$ cat src/rtl/uart_cmd_pkg.sv
// Shared constants, frame codes and state encodings for the UART command parser.
package uart_cmd_pkg;

    localparam logic [7:0] SOF_CMD = 8'hA5;
    localparam logic [7:0] SOF_RSP = 8'h5A;

    localparam logic [7:0] CMD_WR = 8'h01;
    localparam logic [7:0] CMD_RD = 8'h02;

    localparam logic [7:0] STATUS_OK   = 8'h00;
    localparam logic [7:0] STATUS_CHK  = 8'h01;
    localparam logic [7:0] STATUS_CMD  = 8'h02;
    localparam logic [7:0] STATUS_LINE = 8'h03;
    localparam logic [7:0] STATUS_ADDR = 8'h04;

    typedef enum logic [2:0] {
        RX_IDLE,
        RX_STROBE,
        RX_WAIT,
        EXEC,
        TX_LOAD,
        TX_STROBE,
        TX_WAIT
    } state_e;

    typedef enum logic [1:0] {
        TXB_IDLE,
        TXB_LOAD,
        TXB_STROBE,
        TXB_WAIT
    } tx_phase_e;

    function automatic logic [7:0] sat_inc(input logic [7:0] v);
        return (v == 8'hFF) ? v : v + 8'd1;
    endfunction

endpackage

$ cat src/rtl/uart_cmd_parser_byte_tx.sv
// Single-byte transmit handshake towards CoreUART: wait txrdy, one-cycle wen low, wait txrdy drop.
module uart_byte_tx
    import uart_cmd_pkg::*;
(
    input  logic       clk,
    input  logic       rst,
    input  logic       start,
    input  logic [7:0] tx_byte,
    output logic       done,
    input  logic       txrdy,
    output logic       wen,
    output logic [7:0] data_in
);

    tx_phase_e  phase_q, phase_d;
    logic [7:0] data_q, data_d;
    logic       wen_q, wen_d;
    logic [1:0] guard_q, guard_d;

    always_ff @(posedge clk or negedge rst) begin
        if (!rst) begin
            phase_q <= TXB_IDLE;
            data_q  <= 8'h00;
            wen_q   <= 1'b1;
            guard_q <= 2'd0;
        end else begin
            phase_q <= phase_d;
            data_q  <= data_d;
            wen_q   <= wen_d;
            guard_q <= guard_d;
        end
    end

    always_comb begin
        phase_d = phase_q;
        data_d  = data_q;
        guard_d = guard_q;
        done    = 1'b0;
        case (phase_q)
            TXB_IDLE: begin
                if (start) begin
                    data_d  = tx_byte;
                    phase_d = TXB_LOAD;
                end
            end
            TXB_LOAD: begin
                if (txrdy) phase_d = TXB_STROBE;
            end
            TXB_STROBE: begin
                guard_d = 2'd0;
                phase_d = TXB_WAIT;
            end
            TXB_WAIT: begin
                // Guard keeps a transmitter that never drops txrdy from stalling us.
                if (!txrdy || guard_q == 2'd3) begin
                    done    = 1'b1;
                    phase_d = TXB_IDLE;
                end else begin
                    guard_d = guard_q + 2'd1;
                end
            end
            default: phase_d = TXB_IDLE;
        endcase
        wen_d = (phase_d != TXB_STROBE);
    end

    assign wen     = wen_q;
    assign data_in = data_q;

endmodule

$ cat src/rtl/uart_cmd_parser.sv
// Decodes 5-byte command frames from CoreUART, executes register reads/writes and returns 5-byte responses.
module uart_cmd_parser
    import uart_cmd_pkg::*;
#(
    parameter int NUM_REGS    = 16,
    parameter int TIMEOUT_CYC = 1_000_000
) (
    input  logic                  clk,
    input  logic                  rst,
    input  logic                  rxrdy,
    input  logic [7:0]            data_out,
    input  logic                  framing_err,
    input  logic                  parity_err,
    input  logic                  overflow,
    output logic                  oen,
    input  logic                  txrdy,
    output logic [7:0]            data_in,
    output logic                  wen,
    output logic [NUM_REGS*8-1:0] regs_flat,
    output logic [7:0]            frame_ok_cnt,
    output logic [7:0]            frame_err_cnt,
    output logic                  busy
);

    localparam int AW = (NUM_REGS > 1) ? $clog2(NUM_REGS) : 1;
    localparam int TW = $clog2(TIMEOUT_CYC + 1);

    state_e          state_q, state_d;
    logic [2:0]      idx_q, idx_d, tx_idx_q, tx_idx_d;
    logic [7:0]      byte_q, byte_d, cmd_q, cmd_d, addr_q, addr_d, data_q, data_d, chk_q, chk_d;
    logic            err_cap_q, err_cap_d, line_err_q, line_err_d, oen_q, oen_d;
    logic [TW-1:0]   to_cnt_q, to_cnt_d;
    logic [7:0]      ok_cnt_q, ok_cnt_d, err_cnt_q, err_cnt_d;
    logic [7:0]      rsp_q [5];
    logic [7:0]      rsp_d [5];
    logic [7:0]      regs_q [NUM_REGS];
    logic [7:0]      regs_d [NUM_REGS];
    logic [AW-1:0]   addr_idx;
    logic [7:0]      status, rdata, tx_byte;
    logic            tx_start, tx_done;

    always_ff @(posedge clk or negedge rst) begin
        if (!rst) begin
            state_q    <= RX_IDLE;
            idx_q      <= 3'd0;
            tx_idx_q   <= 3'd0;
            byte_q     <= 8'h00;
            cmd_q      <= 8'h00;
            addr_q     <= 8'h00;
            data_q     <= 8'h00;
            chk_q      <= 8'h00;
            err_cap_q  <= 1'b0;
            line_err_q <= 1'b0;
            oen_q      <= 1'b1;
            to_cnt_q   <= '0;
            ok_cnt_q   <= 8'h00;
            err_cnt_q  <= 8'h00;
            for (int i = 0; i < 5; i++) rsp_q[i] <= 8'h00;
            for (int i = 0; i < NUM_REGS; i++) regs_q[i] <= 8'h00;
        end else begin
            state_q    <= state_d;
            idx_q      <= idx_d;
            tx_idx_q   <= tx_idx_d;
            byte_q     <= byte_d;
            cmd_q      <= cmd_d;
            addr_q     <= addr_d;
            data_q     <= data_d;
            chk_q      <= chk_d;
            err_cap_q  <= err_cap_d;
            line_err_q <= line_err_d;
            oen_q      <= oen_d;
            to_cnt_q   <= to_cnt_d;
            ok_cnt_q   <= ok_cnt_d;
            err_cnt_q  <= err_cnt_d;
            rsp_q      <= rsp_d;
            regs_q     <= regs_d;
        end
    end

    assign addr_idx = addr_q[AW-1:0];

    // Status priority: line error, checksum, unknown command, address range.
    always_comb begin
        if (line_err_q)                             status = STATUS_LINE;
        else if (chk_q != (cmd_q ^ addr_q ^ data_q)) status = STATUS_CHK;
        else if (cmd_q != CMD_WR && cmd_q != CMD_RD) status = STATUS_CMD;
        else if (32'(addr_q) >= NUM_REGS)           status = STATUS_ADDR;
        else                                        status = STATUS_OK;
        if (status != STATUS_OK)  rdata = 8'h00;
        else if (cmd_q == CMD_WR) rdata = data_q;
        else                      rdata = regs_q[addr_idx];
    end

    always_comb begin
        state_d    = state_q;
        idx_d      = idx_q;
        tx_idx_d   = tx_idx_q;
        byte_d     = byte_q;
        cmd_d      = cmd_q;
        addr_d     = addr_q;
        data_d     = data_q;
        chk_d      = chk_q;
        err_cap_d  = err_cap_q;
        line_err_d = line_err_q;
        to_cnt_d   = to_cnt_q;
        ok_cnt_d   = ok_cnt_q;
        err_cnt_d  = err_cnt_q;
        rsp_d      = rsp_q;
        regs_d     = regs_q;
        tx_start   = 1'b0;

        if (idx_q != 3'd0 && overflow &&
            (state_q == RX_IDLE || state_q == RX_STROBE || state_q == RX_WAIT))
            line_err_d = 1'b1;

        case (state_q)
            RX_IDLE: begin
                // An expiring timeout takes precedence over a byte arriving in the same cycle.
                if (idx_q != 3'd0 && to_cnt_q == TW'(TIMEOUT_CYC - 1)) begin
                    idx_d     = 3'd0;
                    to_cnt_d  = '0;
                    err_cnt_d = sat_inc(err_cnt_q);
                end else begin
                    if (idx_q != 3'd0) to_cnt_d = to_cnt_q + 1'b1;
                    if (rxrdy)         state_d  = RX_STROBE;
                end
            end
            RX_STROBE: begin
                byte_d    = data_out;
                err_cap_d = framing_err | parity_err | overflow;
                to_cnt_d  = '0;
                state_d   = RX_WAIT;
            end
            RX_WAIT: begin
                if (!rxrdy) begin
                    state_d = RX_IDLE;
                    if (idx_q != 3'd0) line_err_d = line_err_d | err_cap_q;
                    case (idx_q)
                        3'd0: begin
                            if (byte_q == SOF_CMD) begin
                                idx_d      = 3'd1;
                                line_err_d = err_cap_q;
                            end
                        end
                        3'd1: begin cmd_d  = byte_q; idx_d = 3'd2; end
                        3'd2: begin addr_d = byte_q; idx_d = 3'd3; end
                        3'd3: begin data_d = byte_q; idx_d = 3'd4; end
                        default: begin chk_d = byte_q; state_d = EXEC; end
                    endcase
                end
            end
            EXEC: begin
                if (status == STATUS_OK && cmd_q == CMD_WR) regs_d[addr_idx] = data_q;
                rsp_d[0] = SOF_RSP;
                rsp_d[1] = status;
                rsp_d[2] = addr_q;
                rsp_d[3] = rdata;
                rsp_d[4] = status ^ addr_q ^ rdata;
                idx_d    = 3'd0;
                tx_idx_d = 3'd0;
                state_d  = TX_LOAD;
            end
            TX_LOAD: begin
                tx_start = 1'b1;
                state_d  = TX_WAIT;
            end
            TX_WAIT: begin
                if (tx_done) begin
                    if (tx_idx_q == 3'd4) begin
                        state_d = RX_IDLE;
                        if (rsp_q[1] == STATUS_OK) ok_cnt_d  = sat_inc(ok_cnt_q);
                        else                       err_cnt_d = sat_inc(err_cnt_q);
                    end else begin
                        tx_idx_d = tx_idx_q + 3'd1;
                        state_d  = TX_LOAD;
                    end
                end
            end
            default: state_d = RX_IDLE;
        endcase
        oen_d = (state_d != RX_STROBE);
    end

    always_comb begin
        case (tx_idx_q)
            3'd0:    tx_byte = rsp_q[0];
            3'd1:    tx_byte = rsp_q[1];
            3'd2:    tx_byte = rsp_q[2];
            3'd3:    tx_byte = rsp_q[3];
            default: tx_byte = rsp_q[4];
        endcase
    end

    uart_byte_tx u_byte_tx (
        .clk     (clk),
        .rst     (rst),
        .start   (tx_start),
        .tx_byte (tx_byte),
        .done    (tx_done),
        .txrdy   (txrdy),
        .wen     (wen),
        .data_in (data_in)
    );

    genvar gi;
    generate
        for (gi = 0; gi < NUM_REGS; gi++) begin : g_flat
            assign regs_flat[8*gi +: 8] = regs_q[gi];
        end
    endgenerate

    assign oen           = oen_q;
    assign frame_ok_cnt  = ok_cnt_q;
    assign frame_err_cnt = err_cnt_q;
    assign busy          = (state_q != RX_IDLE);

endmodule

$ cat config.mk
export PLATFORM = sky130hd
export DESIGN_NAME = uart_cmd_parser
export DESIGN_NICKNAME = d
export VERILOG_FILES = /design/src/rtl/uart_cmd_pkg.sv /design/src/rtl/uart_cmd_parser_byte_tx.sv /design/src/rtl/uart_cmd_parser.sv
export SDC_FILE = /design/constraint.sdc
export NUM_CORES = 1
export LEC_CHECK = 0
export CORE_MARGIN = 2
export CORE_UTILIZATION = 50
export DETAILED_ROUTE_END_ITERATION = 8
export GPL_ROUTABILITY_DRIVEN = 0
export PLACE_DENSITY = 0.74
export SYNTH_ARGS = -nofsm -noshare
export SYNTH_HDL_FRONTEND = slang
export SYNTH_SLANG_ARGS = --single-unit
$ cat constraint.sdc
create_clock -name clk -period 3.3 [get_ports clk]
set_input_delay 0.66 -clock clk [delete_from_list [all_inputs] [get_ports clk]]
set_output_delay 0.66 -clock clk [all_outputs]
set_load 0.03 [all_outputs]
==> impl_metrics.py <==
metrics = {
    "global_route": {
        "gr-usage-all-layers_pct": 24.2,
        "global_route.overflow_total": 0,
        "met3_track_demand_over_resource_pct": 4.22,
        "grt.busiest_layer": "met2",
        "grt_pass1_wl_mm": 49.0,
        "grt_antenna_before_repair": 0,
        "grt_util_met2_pct": 38.2,
        "grt.met1_usage_pct": 34.5,
        "pin_count_of_the_biggest_net_entering_global_routing": 89,
        "grt_pass1_vias": 8486,
    },
    "synthesis": {
        "synth.lib_cells_used.distinct": 54,
        "postSynthRegisterBits": 257,
        "postSynthAreaPerCell_um2": 12.1,
        "synth_edf_count": 0,
        "synth.most_common_cell": "sky130_fd_sc_hd__dfrtp_1",
        "synth_top_area_share_pct": 52.9,
        "postSynthCellCount": 996,
        "yosys-top-cells-count": "sky130_fd_sc_hd__dfrtp_1, sky130_fd_sc_hd__mux2_2, sky130_fd_sc_hd__nand2_1, sky130_fd_sc_hd__o21ai_0, sky130_fd_sc_hd__nor2_1",
        "sequential_area_share_after_synthesis_pct": 53.3,
        "mappedNetlistNets": 1020,
        "netlist_area_um2": 12100,
        "netlist_top_cells_area": "sky130_fd_sc_hd__dfrtp_1, sky130_fd_sc_hd__mux2_2, sky130_fd_sc_hd__mux4_2, sky130_fd_sc_hd__nand2_1, sky130_fd_sc_hd__xnor2_1",
        "ys.flop_type": "sky130_fd_sc_hd__dfrtp_1",
        "synthesis.yosys.warnings": 0,
        "synthDominantAreaCellType": "sky130_fd_sc_hd__dfrtp_1",
        "async_flop_share_pct": 100,
    },
    "floorplanning": {
        "core_um2": 23600,
        "fp.dieW_um": 159,
        "die_height_um": 159,
        "boundaryPins": 170,
        "initial_utilization_pct": 51.1,
        "placement_rows": 56,
        "die_area_um2": 25400,
    },
    "sta": {
        "setup_viol_count_final": 0,
        "slew_viol_final": 0,
        "final.setup_skew_ns": 0.00911,
        "fin_crit_sh_pct": 90.0,
        "worst_margin_pin_slew_ns": 0.736,
        "hold_viol_final": 0,
        "layout_min_cycle_time_ns": 2.97,
        "final.setup.tns_ns": 0,
        "timing.slew.headroom_pct": 50.9,
        "rsz_0062_raised_after_global_routing": "no",
        "finalHoldWorstSlack_ns": 0.102,
        "layout_setup_ws_ns": 0.329,
        "maxClockFrequency_ghz": 0.337,
    },
    "detailed_routing": {
        "dr.first_iter.drc_count": 568,
        "drcViolationCount": 0,
        "drt_first_pass_iters": 5,
        "route.vias.total": 8573,
        "drt_wl_total_mm": 30.6,
        "avgViaCountPerCell": 5.73,
        "drtAntennaViolNets": 0,
        "route.detailed.wl_per_inst_um": 20.5,
    },
    "worst_setup_path": {
        "timing.setup.critical_path_class": "flip-flop to flip-flop",
        "worstSetupEndpoint": "regs_flat[22]$_DFFE_PN0P_",
        "r2r-start": "cmd_q[3]$_DFFE_PN0P_",
        "r2r.worst_path.cells": 7,
        "timing.critical_path.fanout_max": 8,
        "data_required_time_at_the_worst_endpoint_ns": 3.72,
        "setup.worst_path.start": "cmd_q[3]$_DFFE_PN0P_",
        "reg2reg_to": "regs_flat[22]$_DFFE_PN0P_",
        "timing.critical_path.from_type": "flip-flop",
        "worst-r2r-setup-slack_ns": 0.33,
        "crit_arrival_ns": 3.39,
        "worst_setup_path_end_kind": "flip-flop",
    },
    "clock_network": {
        "postCtsSetupRepairBufs": 0,
        "clockRootBuffer": "sky130_fd_sc_hd__clkbuf_16",
        "cts_buffer_depth": 3,
        "worstSkewPairLatency_ns": 0.54,
        "cts.sinks": 257,
        "clkSlewWorstSetupHoldPaths_ns": 0.06,
        "cts.hold.buffers_added": 0,
        "clock_tree.htree_level_count": 1,
        "tritoncts": "built",
        "resize_count_post_cts": 0,
        "tritoncts.num_buffers": 28,
    },
    "final_layout": {
        "antenna_cells_inserted": 0,
        "finish.net_count": 1178,
        "fillers": 1825,
        "final_layout_size_suffix_gt1_share_pct": 24.0,
        "flow.area_growth_from_synthesis_pct": 25.5,
    },
    "flow_run": {
        "max_cap_viol_count": 0,
    },
    "worst_hold_path": {
        "hp-class": "input pin to asynchronous set/reset pin",
    },
    "status": {
        "outcome": "finished, final reports clean",
    },
    "pwr": {
        "power_leakage_uw": 0.00697,
        "ir_drop_v": 0.000421,
        "power_density_nw_per_um2": 550,
    },
    "placement": {
        "detailed_place_hpwl_mm": 20.8,
        "port-buffer-count": 169,
        "place_worst_setup_slack_ns": 0.437,
    },
}
-- how the worst min path moves through the flow --
| stage | depth (start not counted) | startpoint | slack (ns) | end |
|---|---|---|---|---|
| after floorplan | 0 | rst | 0.36 | addr_q[0]$_DFFE_PN0P_ |
| after global placement | 1 | rsp_q[33]$_DFFE_PN0N_ | 0.45 | rsp_q[33]$_DFFE_PN0N_ |
| after detailed placement | 1 | rsp_q[33]$_DFFE_PN0N_ | 0.45 | rsp_q[33]$_DFFE_PN0N_ |
| after CTS | 1 | rst | 0.14 | to_cnt_q[16]$_DFFE_PN0P_ |
| after global routing | 1 | rst | 0.17 | to_cnt_q[16]$_DFFE_PN0P_ |
| final | 1 | rst | 0.10 | to_cnt_q[16]$_DFFE_PN0P_ |
-- metal layers --
layer / wire (µm) / part of all wire (%) / vias up
met2: 14400 / 47 / 271
met3: 1890 / 6.2 / 65
met1: 13400 / 44 / 4344
li1: - / - / 3893
met5: 0 / 0 / -
met4: 919 / 3.0 / 0
-- placed cells by master, fill, tap and decap left out, types with 3 or more instances in the layout --
cell type                           n
sky130_fd_sc_hd__clkbuf_16         28
sky130_fd_sc_hd__a222oi_1           5
sky130_fd_sc_hd__a31oi_1            6
sky130_fd_sc_hd__nand2b_1           7
sky130_fd_sc_hd__a22o_1             5
sky130_fd_sc_hd__and2_1             4
sky130_fd_sc_hd__and4_1             6
sky130_fd_sc_hd__and3_1            11
sky130_fd_sc_hd__clkdlybuf4s50_1  168
sky130_fd_sc_hd__nor2_1            45
sky130_fd_sc_hd__nor4b_2            3
sky130_fd_sc_hd__nand3_1           22
sky130_fd_sc_hd__nor4_1             6
sky130_fd_sc_hd__nor3_1             6
sky130_fd_sc_hd__o31ai_1            7
sky130_fd_sc_hd__inv_1             11
sky130_fd_sc_hd__a221o_1            3
sky130_fd_sc_hd__o22ai_1            3
sky130_fd_sc_hd__nand4_1           11
sky130_fd_sc_hd__o21ai_0           53
sky130_fd_sc_hd__clkbuf_1           4
sky130_fd_sc_hd__mux4_2            36
sky130_fd_sc_hd__or4_1              5
sky130_fd_sc_hd__a21oi_1           12
sky130_fd_sc_hd__clkinv_2           4
sky130_fd_sc_hd__or3_1              3
sky130_fd_sc_hd__ha_1               9
sky130_fd_sc_hd__nand2_1          144
sky130_fd_sc_hd__buf_12             4
sky130_fd_sc_hd__xnor2_1           35
sky130_fd_sc_hd__mux2_2           162
sky130_fd_sc_hd__nor2b_1           10
sky130_fd_sc_hd__bufinv_16          4
sky130_fd_sc_hd__buf_4             17
sky130_fd_sc_hd__xor2_1            19
sky130_fd_sc_hd__dfrtp_1          253
sky130_fd_sc_hd__clkbuf_8          11
-- metrics by stage --
step	power, µW	instances	utilization, %	area (µm²)
floorplan	4490	996	-	12100
global placement	4970	1443	59.8	14100
detailed placement	5010	1443	59.8	14100
CTS	8400	1495	64.2	15100
global route	8700	1495	64.2	15100
finish	8340	1495	64.2	15100
-- registers in the layout, indices dropped and copies added (netlist names) --
signal / flops
addr_q: 8
line_err_q: 1
u_byte_tx.phase_q: 2
u_byte_tx.wen: 1
idx_q: 3
frame_err_cnt: 8
data_q: 8
regs_flat: 128
u_byte_tx.data_in: 8
tx_idx_q: 3
rsp_q: 28
err_cap_q: 1
frame_ok_cnt: 8
chk_q: 8
to_cnt_q: 20
u_byte_tx.guard_q: 2
state_q: 3
oen: 1
cmd_q: 8
byte_q: 8
-- cell type report --
type                            count  area (µm²)  share of cell area, %
Timing Repair Buffer              190        1900                   12.6
Multi-Input combinational cell    666        5340                   35.3
Clock inverter                      9         156                   1.03
Inverter                           11        41.3                  0.273
Clock buffer                       43         867                   5.72
Tap cell                          319         399                   2.63
Sequential cell                   257        6440                   42.5
-- cells by family (layout without fill, tap and decap cells) --
group	count (synthesis)	after routing	synth area share (%)
adder cells (fa/ha/maj)	9	9	0.933
buffers and inverters	73	253	2.43
flip-flops	257	257	53.3
AND/OR/NAND/NOR	296	296	11.8
XOR/XNOR	54	54	3.92
multiplexers	199	199	21.9
AO/OA/AOI/OAI	108	108	5.70
-- power by group --
| group | internal, µW | switching [µW] |
|---|---|---|
| clock | 2120 | 1270 |
| sequential | 3400 | 285 |
| combinational | 497 | 771 |
-- worst max-delay path, cell delays in order (launching register included) --
cell                      delay, ns
sky130_fd_sc_hd__dfrtp_1       0.40
sky130_fd_sc_hd__nor4_1        0.45
sky130_fd_sc_hd__nand3_1       0.16
sky130_fd_sc_hd__nor2_1        0.21
sky130_fd_sc_hd__nor4b_2       0.44
sky130_fd_sc_hd__and4_1        0.39
sky130_fd_sc_hd__nand2_1       0.38
sky130_fd_sc_hd__mux2_2        0.41
Note: power is estimated with default switching activity, not from simulation.
